**src/rtl/ram_sp_arbiter.sv**
```systemverilog
// Two-port arbiter in front of one single-port synchronous RAM.
// Round-robin with an optional bounded burst lock for the last-granted port.
module ram_sp_arbiter #(
  parameter int DATA_WIDTH = 4,
  parameter int ADDR_WIDTH = 4,
  parameter int MAX_BURST  = 4
) (
  input  logic                  clk,
  input  logic                  rst,
  input  logic                  a_req,
  input  logic                  a_we,
  input  logic                  a_lock,
  input  logic [ADDR_WIDTH-1:0] a_addr,
  input  logic [DATA_WIDTH-1:0] a_din,
  output logic                  a_gnt,
  output logic                  a_rvalid,
  output logic [DATA_WIDTH-1:0] a_rdata,
  input  logic                  b_req,
  input  logic                  b_we,
  input  logic                  b_lock,
  input  logic [ADDR_WIDTH-1:0] b_addr,
  input  logic [DATA_WIDTH-1:0] b_din,
  output logic                  b_gnt,
  output logic                  b_rvalid,
  output logic [DATA_WIDTH-1:0] b_rdata,
  output logic [ADDR_WIDTH-1:0] ram_addr,
  output logic [DATA_WIDTH-1:0] ram_din,
  output logic                  ram_we,
  output logic                  ram_oe,
  input  logic [DATA_WIDTH-1:0] ram_dout
);

  localparam int CW = $clog2(MAX_BURST + 1);

  typedef enum logic {
    PTR_A = 1'b0,
    PTR_B = 1'b1
  } ptr_e;

  ptr_e          ptr_q, ptr_d;
  logic [CW-1:0] cnt_q, cnt_d;
  logic          a_rv_q, a_rv_d;
  logic          b_rv_q, b_rv_d;
  logic          cnt_ok;

  assign cnt_ok = cnt_q < CW'(MAX_BURST);

  always_comb begin
    a_gnt = 1'b0;
    b_gnt = 1'b0;
    if (!rst) begin
      unique case (1'b1)
        a_req && !b_req: a_gnt = 1'b1;
        b_req && !a_req: b_gnt = 1'b1;
        a_req && b_req: begin
          // Pointed port keeps the RAM only while locked and under budget
          if (ptr_q == PTR_A) begin
            if (a_lock && cnt_ok) a_gnt = 1'b1;
            else                  b_gnt = 1'b1;
          end else begin
            if (b_lock && cnt_ok) b_gnt = 1'b1;
            else                  a_gnt = 1'b1;
          end
        end
        default: ;
      endcase
    end
  end

  always_comb begin
    ptr_d  = ptr_q;
    cnt_d  = '0;
    a_rv_d = a_gnt & ~a_we;
    b_rv_d = b_gnt & ~b_we;
    if (a_gnt || b_gnt) begin
      ptr_d = a_gnt ? PTR_A : PTR_B;
      if (ptr_d == ptr_q) cnt_d = cnt_ok ? cnt_q + CW'(1) : cnt_q;
      else                cnt_d = CW'(1);
    end
  end

  always_ff @(posedge clk) begin
    if (rst) begin
      ptr_q  <= PTR_B;
      cnt_q  <= '0;
      a_rv_q <= 1'b0;
      b_rv_q <= 1'b0;
    end else begin
      ptr_q  <= ptr_d;
      cnt_q  <= cnt_d;
      a_rv_q <= a_rv_d;
      b_rv_q <= b_rv_d;
    end
  end

  assign ram_addr = b_gnt ? b_addr : a_addr;
  assign ram_din  = b_gnt ? b_din  : a_din;
  assign ram_we   = (a_gnt & a_we)  | (b_gnt & b_we);
  assign ram_oe   = (a_gnt & ~a_we) | (b_gnt & ~b_we);

  assign a_rvalid = a_rv_q & ~rst;
  assign b_rvalid = b_rv_q & ~rst;
  assign a_rdata  = ram_dout;
  assign b_rdata  = ram_dout;

endmodule

```
**config.mk**
```make
export PLATFORM = sky130hd
export DESIGN_NAME = ram_sp_arbiter
export DESIGN_NICKNAME = d
export VERILOG_FILES = /design/src/rtl/ram_sp_arbiter.sv
export SDC_FILE = /design/constraint.sdc
export NUM_CORES = 1
export LEC_CHECK = 0
export ABC_AREA = 1
export BUFFER_PORTS_ARGS = -buffer_cell sky130_fd_sc_hd__buf_2
export CAP_MARGIN = 5
export CORE_MARGIN = 10
export CORE_UTILIZATION = 36
export CTS_BUF_LIST = sky130_fd_sc_hd__clkbuf_16
export DETAILED_ROUTE_END_ITERATION = 7
export PLACE_DENSITY_LB_ADDON = 0.1
export SYNTH_ARGS = -nofsm -noshare
export SYNTH_HDL_FRONTEND = slang
export SYNTH_SLANG_ARGS = --single-unit
```
**constraint.sdc**
```tcl
create_clock -name clk -period 3.5 [get_ports clk]
set_clock_uncertainty 0.1 [all_clocks]
set_input_delay 0.525 -clock clk [delete_from_list [all_inputs] [get_ports clk]]
set_output_delay 0.525 -clock clk [all_outputs]
set_load 0.05 [all_outputs]
```
Yosys cells after proc, flatten, opt, wreduce, memory -nomap -nowiden
Index checks and enable logic that the tools add are counted.

Register bits: 6. Bits of input ports: 28. Word-level logic and storage cells: 47.

$add $sub $neg: 1. Magnitude comparators: 1. Equal/unequal tests: 2. Mux-type cells: 15. Bitwise operators: 13. Reduce and logical (&&, ||, !) cells: 10.

Operators with widths (count): $mux 1 (11); $mux 4 (2); $and 1x1->1 (6); $logic_and 1x1->1 (5); $not 1->1 (5); $pmux 1 s2 (2); $add 3x1->3 const B (1); $lt 3x3->1 const B (1); $reduce_or 3->1 (1); $logic_not 1->1 (2); $ne 2x2->1 const B (1); $or 1x1->1 (2); $reduce_or 2->1 (1); $eq 1x1->1 (1); $logic_or 1x1->1 (1).

Longest topological paths before layout
Gate-level depths: netlist of the first run.

Word-level depth: 10. Gate-level depth with buffers: 9. Gate-level depth less buffers: 9.

Worst setup path after synthesis of the first run
OpenSTA, ideal clock, no wires.

Path type: in2out. Start point: input b_lock. End point: output ram_we. Data arrival time: 1589 ps. Required time: 2875 ps. Path slack: 1286 ps. Stages: 7. Path buffers: 0. Cells stage by stage: nand2_1 > nand2_1 > nand3_1 > nand2_1 > inv_1 > nand2_1 > nand2_1.

Longest elaborated chain between the ends: 7. Elaborated cells on any way between the ends: 12.

RTL lines: start, declared (line 20) `input logic b_lock,`; $logic_and 1x1->1 (line 61) `if (b_lock && cnt_ok) b_gnt = 1'b1;`; $mux 1 (line 61); $mux 1 (line 57) `if (ptr_q == PTR_A) begin`; $pmux 1 s2 (line 52) `unique case (1'b1)`; $mux 1 (line 51) `if (!rst) begin`; net a_gnt (line 15) `output logic a_gnt,`; $and 1x1->1 (line 98) `assign ram_we = (a_gnt & a_we) | (b_gnt & b_we);`; $or 1x1->1 (line 98); end, declared (line 28) `output logic ram_we,`.

The timed path passes the listed nets, and every way through them passes these cells.

Final worst setup path of the first run
Start point: register cnt_q[2]. End point: output ram_addr[1].

Longest elaborated chain between the ends: 7. Elaborated cells on any way between the ends: 9.

RTL lines: start, declared (line 41) `logic [CW-1:0] cnt_q, cnt_d;`; start signal, assigned (line 90) `cnt_q <= cnt_d;`; $lt 3x3->1 * (line 46) `assign cnt_ok = cnt_q < CW'(MAX_BURST);`; $logic_and 1x1->1 (on tied branches) (line 58, 61); $mux 1 (on tied branches) (line 58, 61); $mux 1 * (line 57); $pmux 1 s2 * (line 52); $mux 1 * (line 51); $mux 4 * (line 96) `assign ram_addr = b_gnt ? b_addr : a_addr;`; end, declared (line 26) `output logic [ADDR_WIDTH-1:0] ram_addr,`.

Every way passes the cells marked *; elsewhere a longest branch is shown, timed or not.

==> flow_summary.ini, run 1 <==
[clock_network]
cts_tree = done
clk_latency_ns = 0.23
cts_buffers = 3
cts_hold_buf = 0
cts-root-buf = clkbuf_16
cts_resized = 0
htree_levels = 1
clk_pin_slew_ns = 0.04
cts_buffer_depth = 2
cts.sinks = 6
post-cts-setup-buffers = 0

[yosys]
synth_nets = 108
ys_warn_count = 0
ys_types = 15
yosysSeqAreaShare_pct = 25.07
syn_area_um2 = 479.2
ys_seq_elements = 6
syn_area_per_cell_um2 = 6.066
syn_inst = 79

[pwr]
vdd_drop_max_mv = 0.4431
p_per_area_nw_per_um2 = 524.5
p_leak_nw = 0.4345

[worst_setup_path]
critical_path_class = reg2out
r2r-end = cnt_q[1]$_SDFFE_PP0N_
crit_fanout = 12
r2r_cells = 7
r2r_start = cnt_q[2]$_SDFFE_PP0N_
required_ns = 2.87
end_kind = primary output
cp-start-kind = flip-flop
rrSetupSlack_ns = 2.22
cp.arrival_ns = 1.75

[placed_design]
place_ws_ns = 1.214
routabilityCongestion = 0.7064
dpl.hpwl_um = 1199
port_buffers = 37
dp_cells = 122

[grt]
grt_pass1_vias = 544
grt_usage_pct = 9.176
grt_pass1_wl_um = 2339
grt_max_degree = 13
antenna_found_initial = 0
overflow = 0

[timing]
max_clock_freq_mhz = 420.7
finalMaxSlewViolations = 0
worstMarginPinSlew_ns = 0.2601
fin_ws_ns = 1.123
slew_headroom_pct = 82.64
hold_viol_final = 0
period_minus_slack_ns = 2.377
finalCritPeriodShare_pct = 67.92
rsz0062_at_grt = false
setup_violations = 0
fin_tns_setup_ns = 0
whs_ns = 0.3984

[min_path]
hold_start = a_we
hold_depth = 2
hold_class = in2reg
hold_end = a_rv_q$_SDFF_PP0_

[drt]
first_iter_violations = 11
wire_per_inst_um = 11.42
viasPerCell = 4.344
drc = 0
first_pass_iters = 4
dr_total_vias = 543
wl_um = 1427
postRouteAntennaNets = 0

[floorplanning]
design.die.area_um2 = 3191
row_count = 13
die_y_um = 56.49
start_util_pct = 37.29
io_pins = 50
die_w_um = 56.49
coreArea_um2 = 1285

[layout]
areaGrowthSynthToFinish_pct = 43.34
drive_gt1_share_pct = 40.00
n_antenna_cell = 0
final_nets = 141
post-route-util_pct = 53.46
nFillCells = 128
final_cell_count_no_fill = 125

[job]
cap_violations = 0

[run_status]
status = completed
[state kept, by name, summed over array words and instances, names as in the netlist]
signal	flops
a_rv_q	1
cnt_q	3
ptr_q	1
b_rv_q	1
[logic make-up (layout without fill, tap and decap cells)]
kind of cell,after synthesis,in the layout,synth area share [%]
AOI/OAI and AO/OA,3,3,5.745
xor gates and xnor gates,1,1,1.828
adders and majority gates,1,1,2.611
buffers and inverters,18,49,21.93
DFF,6,6,25.07
muxes,1,1,2.089
and+or+nand+nor,49,49,40.73
[power breakdown]
group | internal (W) | total (W) | switching (W)
clock network | 0.000147 | 0.000185 | 0.0000387
registers | 0.0000729 | 0.0000754 | 0.00000248
logic | 0.0000288 | 0.0000995 | 0.0000707
[layout by cell type, fill, tap and decap left out, drive strengths merged]
cell,synthesis,routed
ha,1,1
mux2i,1,1
clkbuf,0,3
o22ai,1,1
o21a,1,1
dfxtp,6,6
nand3,5,5
inv,9,9
xor2,1,1
buf,9,37
nor2,9,9
o211ai,1,1
nand2,35,35
[routing by layer]
layer | global-route usage (%) | wire length, µm | vias to the layer above
met1 | 9.204 | 556 | 220
met5 | 0 | 0 | -
met4 | 5.498 | 19 | 0
li1 | - | - | 293
met2 | 13.48 | 668 | 28
met3 | 6.517 | 182 | 2
[worst max-delay path, cell delays in order (launching register included)]
cell	delay [ns]
dfxtp_1	0.43
nor2_1	0.08
nand2_1	0.08
nand2_1	0.06
nand2_1	0.06
nand3_2	0.22
inv_2	0.22
nand2_1	0.07
nand2_1	0.05
buf_2	0.26
[how the worst max path moves through the flow]
stage,start,to,slack (ns),cells past startpoint
finish,cnt_q[2]$_SDFFE_PP0N_,ram_addr[1],1.12,9
global route,cnt_q[2]$_SDFFE_PP0N_,ram_din[0],0.87,9
CTS,cnt_q[2]$_SDFFE_PP0N_,ram_din[1],1.10,9
detailed placement,b_lock,ram_din[1],1.21,10
global placement,b_lock,ram_we,1.24,10
floorplan,b_lock,ram_we,1.29,7
[metrics by stage]
step,area (µm²),total power [W]
finish,686.9,0.0003603
global route,686.9,0.0003795
CTS,686.9,0.0003670
detailed placement,611.8,0.0001765
global placement,611.8,0.0001760
floorplan,479.2,0.0001722
[layout make-up]
class,instances,area [µm²],area share [%]
well taps,15,18.77,2.732
inverters,9,33.78,4.918
repair buffers,37,185.2,26.96
clock buffers,3,75.07,10.93
multi-input cells,55,254.0,36.98
flip-flops and latches,6,120.1,17.49
[cell usage after synthesis]
| library cell | instances | area share [%] |
|---|---|---|
| nand2_1 | 35 | 27 |
| nor2_1 | 9 | 7.0 |
| buf_4 | 8 | 13 |
| inv_1 | 7 | 5.5 |
| dfxtp_1 | 6 | 25 |
| nand3_1 | 4 | 4.2 |
| inv_2 | 2 | 1.6 |
| buf_6 | 1 | 2.3 |
| ha_1 | 1 | 2.6 |
| mux2i_1 | 1 | 2.1 |
| nand3_2 | 1 | 2.1 |
| o211ai_1 | 1 | 1.6 |
| o21a_1 | 1 | 1.6 |
| o22ai_2 | 1 | 2.6 |
| xor2_1 | 1 | 1.8 |
Note: power is estimated with default switching activity, not from simulation.
==> run 2: changes to the inputs <==
CORE_UTILIZATION = 33   (was 36)
clock period = 2.35 ns   (was 3.5 ns; I/O delays follow)
==> run 2 against run 1 <==
Compared with the run above:
- register-to-register slack got worse by 1.1 ns
- wire length rose by 0.49%
- clock power rose by 49%
- flip-flop and latch count did not move
- sequential share of layout area fell by 0.25 points
- power rose by 49%
- die area rose by 5.8%
- setup slack got worse by 0.85 ns
- cell count did not move
- combinational power rose by 52%
- non-clock buffer count did not move
- first-iteration DRC count fell by 36%
- critical path type unchanged
- largest cell class unchanged
- largest power group unchanged
==> flow_summary.ini, run 2 (synthesized netlist as in run 1, its figures left out) <==
[clock_network]
cts.sinks = 6
clk_latency_ns = 0.23
cts_hold_buf = 0
cts_buffer_depth = 2
cts_buffers = 3
clk_pin_slew_ns = 0.03
cts-root-buf = clkbuf_16
post-cts-setup-buffers = 0
htree_levels = 1
cts_tree = done

[grt]
grt_usage_pct = 8.554
grt_pass1_wl_um = 2277
met2_usage_pct = 12.42
grt_pass1_vias = 553
busiest_layer = met2
antenna_found_initial = 0
met1_usage_pct = 8.424
overflow = 0
grt_max_degree = 13
use_met3_pct = 6.100

[layout]
final_common_cell = buf_2
drive_gt1_share_pct = 40.00
largest_register_ffs = 3
n_antenna_cell = 0
nFillCells = 145
post-route-util_pct = 52.25
final_cell_area_um2 = 696.9
top_register = cnt_q
areaGrowthSynthToFinish_pct = 45.43
final_cell_mix = buf_2, nand2_1, nor2_1
final_cell_count_no_fill = 125
final_nets = 141

[drt]
postRouteAntennaNets = 0
wire_per_inst_um = 11.47
dr_total_vias = 558
first_pass_iters = 4
wl_um = 1434
drc = 0
viasPerCell = 4.464
first_iter_violations = 7

[pwr]
p_per_area_nw_per_um2 = 772.3
p_seq_share_pct = 20.9
sw_frac_of_total_pct = 31.12
p_int_w = 0.0003707
comb_power_share_pct = 28.0
vdd_drop_max_mv = 0.5563
switchingPower_w = 0.0001675
pwr-share-clk_pct = 51.1
p_leak_nw = 0.4350

[floorplanning]
die_w_um = 58.11
design.die.area_um2 = 3376
die_y_um = 58.11
start_util_pct = 35.93
coreArea_um2 = 1334
row_count = 13
io_pins = 50

[placed_design]
dpl.hpwl_um = 1194
place_ws_ns = 0.3829
port_buffers = 37
dp_cells = 122
placed_cell_area_um2 = 611.8
routabilityCongestion = 0.6817

[timing]
hold_viol_final = 0
fin_ws_ns = 0.2702
finalMaxSlewViolations = 0
setup_violations = 0
rsz0062_at_grt = false
finalCritPeriodShare_pct = 88.50
max_clock_freq_mhz = 480.8
worstMarginPinSlew_ns = 0.2636
slew_headroom_pct = 82.55
fin_tns_setup_ns = 0
period_minus_slack_ns = 2.080

[worst_setup_path]
r2r_cells = 7
cp.arrival_ns = 1.63
required_ns = 1.90
r2r_start = cnt_q[2]$_SDFFE_PP0N_
end_kind = primary output
crit_end = ram_din[2]
crit_start = cnt_q[2]$_SDFFE_PP0N_
critical_path_class = reg2out
crit_fanout = 12
cp-start-kind = flip-flop
rrSetupSlack_ns = 1.09
r2r-end = cnt_q[1]$_SDFFE_PP0N_

[min_path]
hold_class = in2reg

[run_status]
status = completed

[job]
cap_violations = 0
## run 2: worst min path at each step
stage                             to  cells after the start  slack [ns]                  start
2_1_floorplan      a_rv_q$_SDFF_PP0_                      1        0.32                   a_we
3_3_place_gp   cnt_q[1]$_SDFFE_PP0N_                      2        0.41  cnt_q[1]$_SDFFE_PP0N_
3_5_place_dp   cnt_q[1]$_SDFFE_PP0N_                      2        0.43  cnt_q[1]$_SDFFE_PP0N_
4_1_cts            a_rv_q$_SDFF_PP0_                      2        0.22                   a_we
5_1_grt            a_rv_q$_SDFF_PP0_                      2        0.23                   a_we
6_report           b_rv_q$_SDFF_PP0_                      2        0.22                   b_we
## run 2: cell type report
class,instances,area (µm²),area share (%)
Multi-Input combinational cell,55,261.5,37.52
Timing Repair Buffer,37,185.2,26.57
Sequential cell,6,120.1,17.24
Clock buffer,3,75.07,10.77
Inverter,9,36.28,5.206
Tap cell,15,18.77,2.693
## run 2: routing by layer
layer  vias to the layer above  part of all wire, %
li1                        296                    -
met1                       232                   41
met2                        26                   44
met3                         4                   12
met4                         0                  3.1
met5                         -                    0
## run 2: worst max-delay path, cell delays in order, from the launching register on
cell     delay [ns]
dfxtp_1        0.41
nor2_1         0.07
nand2_1        0.08
nand2_1        0.06
nand2_1        0.09
nand3_4        0.16
inv_4          0.15
nand2_1        0.06
nand2_1        0.06
buf_2          0.25
## run 2: timing repair
| item | 4_1_cts | 5_1_grt |
|---|---|---|
| setup endpoints to repair | 0 | 8 |
| hold endpoints to repair | 0 | 0 |
| resized for setup | 0 | 2 |
## run 2: power by group through the flow
stage,logic (W),registers [W],clock network (W)
4_1_cts,0.000150,0.000112,0.000276
3_5_place_dp,0.000150,0.000114,0
5_1_grt,0.000165,0.000113,0.000285
6_report,0.000151,0.000112,0.000275
3_3_place_gp,0.000150,0.000114,0
2_1_floorplan,0.000143,0.000113,0
## run 2: stage by stage
stage,power [W],hold WS (ns)
floorplan,0.0002564,0.3249
global placement,0.0002637,0.4110
detailed placement,0.0002634,0.4326
CTS,0.0005385,0.2231
global route,0.0005628,0.2329
finish,0.0005382,0.2227
==> run 3: changes to the inputs <==
CAP_MARGIN = 20   (was 5)
RECOVER_POWER = 50   (was not set)
==> run 3 against run 2 <==
Compared with the run above:
- wire length unchanged
- die area unchanged
- critical path type unchanged
- largest cell class unchanged
- final area decreased by 0.36%
==> flow_summary.ini, run 3 (synthesized netlist as in run 1, its figures left out) <==
[run_status]
status = completed

[drt]
postRouteAntennaNets = 0
wire_per_inst_um = 11.47
wl_um = 1434
dr_total_vias = 559
first_iter_violations = 7
viasPerCell = 4.472
drc = 0
first_pass_iters = 4

[worst_setup_path]
critical_path_class = reg2out
crit_fanout = 12
rrSetupSlack_ns = 1.06
critPathSlowestCell = dfxtp_1
r2r_cells = 9
crit_path_frequent_cell = nand2_1
r2r_start = cnt_q[2]$_SDFFE_PP0N_
crit_start = cnt_q[2]$_SDFFE_PP0N_
max_stage_delay_ns = 0.40
end_kind = primary output
cp-start-kind = flip-flop
cp.arrival_ns = 1.62
r2r-end = cnt_q[0]$_SDFFE_PP0P_
required_ns = 1.90
critical_path.cell_chain = nor2_1, nand2_1, nand2_1, nand2_1, nand3_4, inv_4, nand2_1, nand2_1, buf_2

[floorplanning]
row_count = 13
die_y_um = 58.11
start_util_pct = 35.93
coreArea_um2 = 1334
io_pins = 50
die_w_um = 58.11
design.die.area_um2 = 3376

[timing]
fin_tns_setup_ns = 0
setup_violations = 0
hold_viol_final = 0
worstMarginPinSlew_ns = 0.6165
period_minus_slack_ns = 2.068
finalMaxSlewViolations = 0
fin_ws_ns = 0.2818
rsz0062_at_grt = false
finalCritPeriodShare_pct = 88.01
max_clock_freq_mhz = 483.5
slew_headroom_pct = 59.08

[grt]
grt_usage_pct = 8.554
antenna_found_initial = 0
grt_pass1_wl_um = 2277
grt_pass1_vias = 553
grt_max_degree = 13
overflow = 0

[clock_network]
clk_latency_ns = 0.23
cts.sinks = 6
htree_levels = 1
cts_buffer_depth = 2
clk_pin_slew_ns = 0.03
cts_tree = done
cts_buffers = 3
cts_hold_buf = 0
cts-root-buf = clkbuf_16

[layout]
largest_register_ffs = 3
drive_gt1_share_pct = 37.27
post-route-util_pct = 52.06
top_register = cnt_q
final_cell_mix = nand2_1, buf_2, nor2_1
n_antenna_cell = 0
areaGrowthSynthToFinish_pct = 44.91
nFillCells = 147
final_nets = 141
final_cell_count_no_fill = 125

[pwr]
p_per_area_nw_per_um2 = 774.7
total_power_w = 0.0005379
p_leak_nw = 0.4261
vdd_drop_max_mv = 0.5563

[min_path]
hold_class = in2reg
hold_start = b_we
hold_end = b_rv_q$_SDFF_PP0_
hold_depth = 2

[placed_design]
routabilityCongestion = 0.6817
place_ws_ns = 0.3829
port_buffers = 37
dp_cells = 122
dpl.hpwl_um = 1194

[job]
cap_violations = 0
==> run 3: cell count changes in the layout (fill, tap and decap cells not counted), sizes merged <==
cell / delta
clkbuf: +2
clkinv: +1
buf: -2
inv: -1
==> run 3: worst max-delay path by stage <==
stage	to
after detailed placement	ram_din[2]
final	ram_din[2]
after CTS	ram_din[2]
after global placement	ram_din[3]
after global routing	ram_we
after floorplan	ram_we
==> run 3: worst max-delay path, delay by kind of cell (launching register included) <==
kind | cells | cell delay (ns)
buffers and inverters | 2 | 0.40
DFF | 1 | 0.40
and+or+nand+nor | 7 | 0.58
==> run 3: what timing repair did <==
item,4_1_cts,5_1_grt
endpoints found under the hold margin,0,0
buffers inserted,0,0
endpoints found under the setup margin,0,8
resized for setup,0,2
==> run 3: report_power, final <==
group	switching [W]	internal, W	total (W)
logic	0.000107	0.0000435	0.000151
clock network	0.0000569	0.000218	0.000275
registers	0.00000357	0.000109	0.000112
total	0.000167	0.000370	0.000538
==> run 3: stage by stage <==
stage	instance area, µm²	hold WS (ns)
2_1_floorplan	479.2	0.3249
3_3_place_gp	611.8	0.4110
3_5_place_dp	611.8	0.4326
4_1_cts	686.9	0.2231
5_1_grt	694.4	0.2329
6_report	694.4	0.2228
==> run 3: routing by layer <==
metal / track usage, % / share of wire, % / up-vias
li1: - / - / 295
met1: 8.424 / 41 / 234
met3: 6.100 / 12 / 4
met4: 6.040 / 3.1 / 0
met5: 0 / 0 / -
met2: 12.42 / 44 / 26
==> run 3: area by class of cell <==
class	instances	area, µm²	share of cell area (%)
multi-input combinational	55	261.5	37.66
timing repair buffer	37	182.7	26.31
sequential	6	120.1	17.30
clock buffer	3	75.07	10.81
inverter	9	36.28	5.225
tap	15	18.77	2.703
